$ cat config.mk
export PLATFORM = sky130hd
export DESIGN_NAME = updown_counter
export DESIGN_NICKNAME = d
export VERILOG_FILES = /design/src/rtl/updown_counter.sv
export SDC_FILE = /design/constraint.sdc
export NUM_CORES = 1
export LEC_CHECK = 0
export BUFFER_PORTS_ARGS = -buffer_cell sky130_fd_sc_hd__buf_2
export CORE_MARGIN = 1
export CORE_UTILIZATION = 43
export DETAILED_ROUTE_END_ITERATION = 8
export PLACE_DENSITY = 0.68
export SLEW_MARGIN = 40
export SYNTH_ARGS = -nofsm -noshare
export SYNTH_HDL_FRONTEND = slang
export SYNTH_SLANG_ARGS = --single-unit
$ cat constraint.sdc
create_clock -name clk_i -period 2.1 [get_ports clk_i]
set_input_delay 0.315 -clock clk_i [delete_from_list [all_inputs] [get_ports clk_i]]
set_output_delay 0.315 -clock clk_i [all_outputs]
set_load 0.02 [all_outputs]
$ cat src/rtl/updown_counter.sv
// updown_counter: parametrised up/down counter with wrap/saturate, load, clear, terminal-count pulse and sticky overflow
//
// Parameters
//   WIDTH        counter width in bits
//   MODULUS      count range 0..MODULUS-1, legal 2..2**WIDTH
//   RESET_VALUE  value taken on reset and on clear, must be < MODULUS
//   PRESCALE     (only with UPDOWN_COUNTER_PRESCALE_EN) enabled cycles per count step
//
// Ports
//   clk_i         rising-edge clock
//   reset_i       synchronous active-low reset
//   en_i          count enable
//   up_i          1 = increment, 0 = decrement
//   sat_mode_i    0 = wrap at bounds, 1 = saturate at bounds
//   clear_i       synchronous clear to RESET_VALUE
//   load_i        synchronous load of load_value_i (clamped to MODULUS-1)
//   load_value_i  value for load
//   clr_ovf_i     clears the sticky overflow flag
//   value_o       current count
//   tc_o          one-cycle terminal-count pulse per bound event
//   ovf_o         sticky overflow/underflow flag
//   tick_o        (only with UPDOWN_COUNTER_PRESCALE_EN) high on prescaled step cycles
//
// Optional feature macro: UPDOWN_COUNTER_PRESCALE_EN
module updown_counter #(
  parameter int WIDTH       = 8,
  parameter int MODULUS     = 256,
  parameter int RESET_VALUE = 0
`ifdef UPDOWN_COUNTER_PRESCALE_EN
  ,
  parameter int PRESCALE    = 4
`endif
) (
  input  logic             clk_i,
  input  logic             reset_i,
  input  logic             en_i,
  input  logic             up_i,
  input  logic             sat_mode_i,
  input  logic             clear_i,
  input  logic             load_i,
  input  logic [WIDTH-1:0] load_value_i,
  input  logic             clr_ovf_i,
  output logic [WIDTH-1:0] value_o,
  output logic             tc_o,
  output logic             ovf_o
`ifdef UPDOWN_COUNTER_PRESCALE_EN
  ,
  output logic             tick_o
`endif
);
  // Upper bound kept WIDTH+1 bits wide so MODULUS == 2**WIDTH compares cleanly
  localparam logic [WIDTH:0]   MAX = (WIDTH+1)'(MODULUS - 1);
  localparam logic [WIDTH-1:0] TOP = MAX[WIDTH-1:0];
  localparam logic [WIDTH-1:0] RST = WIDTH'(RESET_VALUE);
  logic [WIDTH-1:0] value_q, value_d, load_clamped;
  logic             tc_q, tc_d, ovf_q, ovf_d;
  logic             step, bound, at_top, at_bot, idle;
  // clear or load overrides any count step on this edge
  assign idle = clear_i | load_i;
`ifdef UPDOWN_COUNTER_PRESCALE_EN
  localparam int             PW    = PRESCALE > 1 ? $clog2(PRESCALE) : 1;
  localparam logic [PW-1:0]  PLAST = PW'(PRESCALE - 1);
  logic [PW-1:0] pre_q, pre_d;
  logic          tick_q;
  assign step = en_i & (pre_q == PLAST);
  always_comb pre_d = idle ? '0 : !en_i ? pre_q : step ? '0 : pre_q + 1'b1;
  always_ff @(posedge clk_i) begin
    if (!reset_i) begin
      pre_q  <= '0;
      tick_q <= 1'b0;
    end else begin
      pre_q  <= pre_d;
      tick_q <= step & ~idle;
    end
  end
  assign tick_o = tick_q;
`else
  assign step = en_i;
`endif
  assign at_top       = {1'b0, value_q} == MAX;
  assign at_bot       = value_q == '0;
  assign bound        = step & ~idle & (up_i ? at_top : at_bot);
  assign load_clamped = ({1'b0, load_value_i} > MAX) ? TOP : load_value_i;
  always_comb begin
    value_d = clear_i ? RST :
              load_i  ? load_clamped :
              !step   ? value_q :
              bound   ? (sat_mode_i ? value_q : up_i ? '0 : TOP) :
              up_i    ? value_q + 1'b1 : value_q - 1'b1;
    tc_d    = bound;
    // a bound event on the same edge as clr_ovf keeps the flag set
    ovf_d   = bound | (ovf_q & ~clr_ovf_i);
  end
  always_ff @(posedge clk_i) begin
    if (!reset_i) begin
      value_q <= RST;
      tc_q    <= 1'b0;
      ovf_q   <= 1'b0;
    end else begin
      value_q <= value_d;
      tc_q    <= tc_d;
      ovf_q   <= ovf_d;
    end
  end
  assign value_o = value_q;
  assign tc_o    = tc_q;
  assign ovf_o   = ovf_q;
endmodule
======== After elaboration in Yosys (flattened, before gate mapping) ========
Cells that the tools add are included.
cells by class
  bitwise operators ....................... 8
  eq/ne operators ......................... 2
  add/sub/neg operators ................... 2
  reduce and logical (&&, ||, !) cells .... 4
  mux-type cells .......................... 7
operators with widths
  operator                                          count
  two-way mux 8 bit                                 6
  adder 8 x 1 -> 8 bit, second input constant       1
  equality test 8 bit, second input constant        1
  logical NOT 8 bit                                 1
  subtractor 8 x 1 -> 8 bit, second input constant  1
  AND 1 bit                                         3
  inequality test 3 bit, second input constant      1
  inverter 1 bit                                    3
  OR 1 bit                                          2
  AND reduction 2 bit                               1
  nonzero test 2 bit                                1
  OR reduction 2 bit                                1
  two-way mux 1 bit                                 1
word-level totals
  flip-flop bits (word level) ............. 10
  bits of input ports ..................... 16

======== Longest topological paths before layout ========
  depth after elaboration ................. 7
  depth in mapped cells ................... 7
  gate-level depth less buffers ........... 7

======== Worst setup path before layout ========
Ideal clock, no wire load.
  path type ............................... input to register
  start ................................... input port up_i
  end ..................................... register value_q[6] (netlist: value_o[6])
  setup slack ............................. 0.152 ns
  buffers on the path ..................... 0
  stages on the path ...................... 7
  library setup time ...................... 0.103 ns
  data arrival time ....................... 1.844 ns
  cells stage by stage .................... inv_1 > fa_1 > a211oi_1 > o21bai_1 > a21oi_1 > xor2_1 > a2111oi_2
on the way
  longest elaborated chain between the ends .. 5
  elaborated cells between the ends (all ways) .. 10
  classes of those cells .................. eq/ne: 1; mux: 7; bitwise: 1; reduce/logical: 1
RTL lines
  what                                                           RTL line  RTL
  start, declared                                                37        input logic up_i,
  two-way mux 8 bit / two-way mux 1 bit (equally long branches)  88, 82
  two-way mux 8 bit / AND 1 bit (equally long branches)          88, 82
  two-way mux 8 bit                                              88        bound ? (sat_mode_i ? value_q : up_i ? '0 : TOP) :
  two-way mux 8 bit                                              87        !step ? value_q :
  two-way mux 8 bit                                              86        load_i ? load_clamped :
  end signal, assigned                                           100       value_q <= value_d;
  end, declared                                                  55        logic [WIDTH-1:0] value_q, value_d, load_clamped;
Parallel ways exist; a longest one is shown, timed or not. The select of a mux whose other input is x is not followed.
A chain may end at the register's enable or synchronous reset.

======== Worst setup path in the final report ========
  start ................................... register value_q[2] (netlist: value_o[2])
  end ..................................... register value_q[1] (netlist: value_o[1])
on the way
  longest elaborated chain between the ends .. 6
  elaborated cells between the ends (all ways) .. 9
  classes of those cells .................. eq/ne: 2; mux: 4; bitwise: 1; reduce/logical: 2
RTL lines
  what                                                             RTL line  RTL
  equality test 8 bit / logical NOT 8 bit (equally long branches)  80, 81
  two-way mux 1 bit *                                              82        assign bound = step & ~idle & (up_i ? at_top : at_bot);
  AND 1 bit *                                                      82
  two-way mux 8 bit                                                88
  two-way mux 8 bit                                                87
  two-way mux 8 bit                                                86
Every way passes the cells marked *; elsewhere a longest branch is shown, timed or not. The select of a mux whose other input is x is not followed.

==> impl_metrics.py <==
metrics = {
    "die": {
        "io_pins": 26,
        "dieArea_um2": 2243,
        "coreArea_um2": 1942,
        "rows": 16,
        "chipHeight_um": 47.36,
        "die_w_um": 47.36,
        "initial_utilization": 0.4555,
    },
    "finish": {
        "fin_cells": 159,
        "fin_area_um2": 1130,
        "nets": 157,
        "multi_input_area_um2": 673.1,
        "area_growth_pct": 27.72,
        "final-seq-area_um2": 200.2,
        "antenna_cells": 0,
        "post_route_cells_drive_above_1_share": 0.4015,
        "final_cell_mix": "25 x buf_2, 10 x dfxtp_1, 8 x a21oi_1, 8 x buf_4, 7 x nor2_1",
        "fin_util": 0.5818,
        "mostFrequentLayoutCell": "buf_2",
        "n_fill_cell": 195,
    },
    "placement": {
        "place_area_um2": 1100,
        "hpwlAfterDp_um": 1777,
        "portBuffers": 25,
        "gp_congestion": 0.8954,
        "placed_cells_incl_taps": 156,
    },
    "drt": {
        "via_per_inst": 5.472,
        "routedWlPerCell_um": 14.30,
        "num_vias": 870,
        "ant_nets": 0,
        "drt-initial-drc-count": 19,
        "route.detailed.drc": 0,
        "firstDrtPassIters": 4,
        "drt-total-wl_um": 2274,
    },
    "logic_synthesis": {
        "synth_edf_count": 0,
        "async_flop_share": 0,
        "synth-simple-area-share": 0.3197,
        "synth_top_family_by_area": "simple AND/OR/NAND/NOR gates",
        "synth_xor_area_frac": 0.04950,
        "synth-main-ff-cell": "dfxtp_1",
        "yosys_warnings": 0,
        "ys_seq_elements": 10,
        "synth.cell_area_um2": 884.6,
        "synth_fp_nets": 120,
        "synth_mux_area_frac": 0,
        "syn_inst": 97,
        "yosysSeqAreaShare": 0.2263,
        "yosysUniqueCellTypes": 39,
        "synth_compound_area_frac": 0.2758,
        "synth-adder-area-share": 0.1075,
        "syn_area_per_cell_um2": 9.120,
    },
    "clocking": {
        "cts_buffers": 3,
        "root_buffer": "clkbuf_4",
        "cts_sinks": 10,
        "clock_latency_ps": 260,
        "clk_path_buf_depth": 2,
        "cts_setup_buffers": 0,
        "clkTransAtPathRegs_ps": 70,
        "htree_levels": 1,
        "cts_tree": "built",
    },
    "setup_path": {
        "crit_path_cell_trace": "or4_4 -> nor4_2 -> nor4b_2 -> buf_4 -> nor2b_4 -> a2111oi_4",
        "endpoint_kind": "flip-flop",
        "cp_max_fo": 8,
        "crit_slowest_cell": "or4_4",
        "reg2reg_depth": 6,
        "critical_path_class": "reg2reg",
        "critPathArrivalTime_ps": 2130,
        "start_kind": "flip-flop",
        "crit_required_ps": 2270,
        "cpPeakStageDelay_ps": 570,
    },
    "timing": {
        "max_slew_margin": 0.7499,
        "worst_slew_pin_slew_ps": 371.8,
        "rsz0062_at_grt": "false",
        "clock_skew_ps": 0.5624,
        "hold_viol": 0,
        "finalCritPeriodShare": 0.9335,
        "fmax_mhz": 510.1,
        "layout_min_cycle_time_ps": 1960,
        "finalSetupViolCount": 0,
        "finalSetupTns_ps": 0,
        "maxSlewViolCount": 0,
    },
    "hold_path": {
        "min_path_type": "in2reg",
        "holdPathStages": 3,
    },
    "grt": {
        "grt-ovfl-total": 0,
        "grt_pass1_wl_um": 3470,
        "track_usage": 0.2214,
        "grt_max_degree": 14,
        "grt_pass1_vias": 764,
        "antenna_found_initial": 0,
    },
    "flow_run": {
        "maxCapViolations": 0,
    },
    "power_and_ir_drop": {
        "leakagePower_nw": 0.4892,
        "power_density_nw_per_um2": 474.8,
        "irDropWorstVdd_mv": 0.2314,
        "total_power_mw": 0.5364,
    },
    "run_status": {
        "run_status": "completed",
    },
}
-- kinds of logic after synthesis --
family / Yosys count
fa+ha+maj: 7
simple gates: 39
compound gates: 31
buf+inv: 5
flops: 10
xor+xnor: 5
-- power breakdown --
group          internal (mW)  switching (mW)  total, mW
combinational         0.0894           0.101      0.191
clock                 0.0661          0.0660      0.132
sequential             0.199          0.0146      0.214
total                  0.354           0.182      0.536
-- per-layer routing --
layer | part of all wire | vias up | wire [um] | global-route usage
met5 | 0 | - | 0 | 0
met4 | 0 | 0 | 0 | 0.05143
met3 | 0.029 | 0 | 67 | 0.02308
met2 | 0.50 | 18 | 1136 | 0.3589
met1 | 0.47 | 407 | 1070 | 0.3134
li1 | - | 445 | - | -
-- through the flow --
stage	hold slack, ps	setup WS, ps
floorplan	465.8	152.2
global placement	455.9	-6.809
detailed placement	469.1	-50.72
CTS	312.5	112.0
global route	305.3	34.48
finish	311.5	139.6
-- flip-flops by register name, indices dropped and copies added, names as in the netlist --
signal / flops
ovf_o: 1
tc_o: 1
value_o: 8
-- area by class of cell --
type / instances / share of cell area
clock buffer: 3 / 0.01993
inverter: 4 / 0.01329
multi-input combinational: 82 / 0.5958
sequential: 10 / 0.1772
tap: 27 / 0.02990
timing repair buffer: 33 / 0.1639
-- synthesized netlist by cell type (all sizes together), types with 3 or more instances --
cell type,instances,share of area
o2111a,3,0.038
nor2,7,0.030
ha,6,0.085
xor2,3,0.030
nand2,3,0.013
nand2b,4,0.028
dfxtp,10,0.23
nor4b,3,0.037
or2,3,0.021
a2111oi,4,0.076
inv,4,0.017
nor4,5,0.066
o21ai,8,0.050
a21oi,8,0.045
nor2b,5,0.044
a211oi,4,0.034
-- what timing repair did --
| action | 4_1_cts | 5_1_grt |
|---|---|---|
| hold buffers | 0 | 0 |
| resized for setup | 0 | 2 |
| setup endpoints to repair | 0 | 1 |
-- critical path: cells and delay by family (launching register included) --
| family | cells | cell delay (ps) |
|---|---|---|
| simple gates | 4 | 1080 |
| flops | 1 | 350 |
| compound gates | 1 | 240 |
| buf+inv | 1 | 180 |
-- path summary, 6_finish.rpt --
path              startpoint    endpoint  slack [ps]
setup / recovery  value_o[2]  value_o[1]         140
hold / removal     clr_ovf_i       ovf_o         310
setup reg to reg  value_o[2]  value_o[1]         140
hold reg to reg        ovf_o       ovf_o         470
Power figures use the tool's default switching activity.
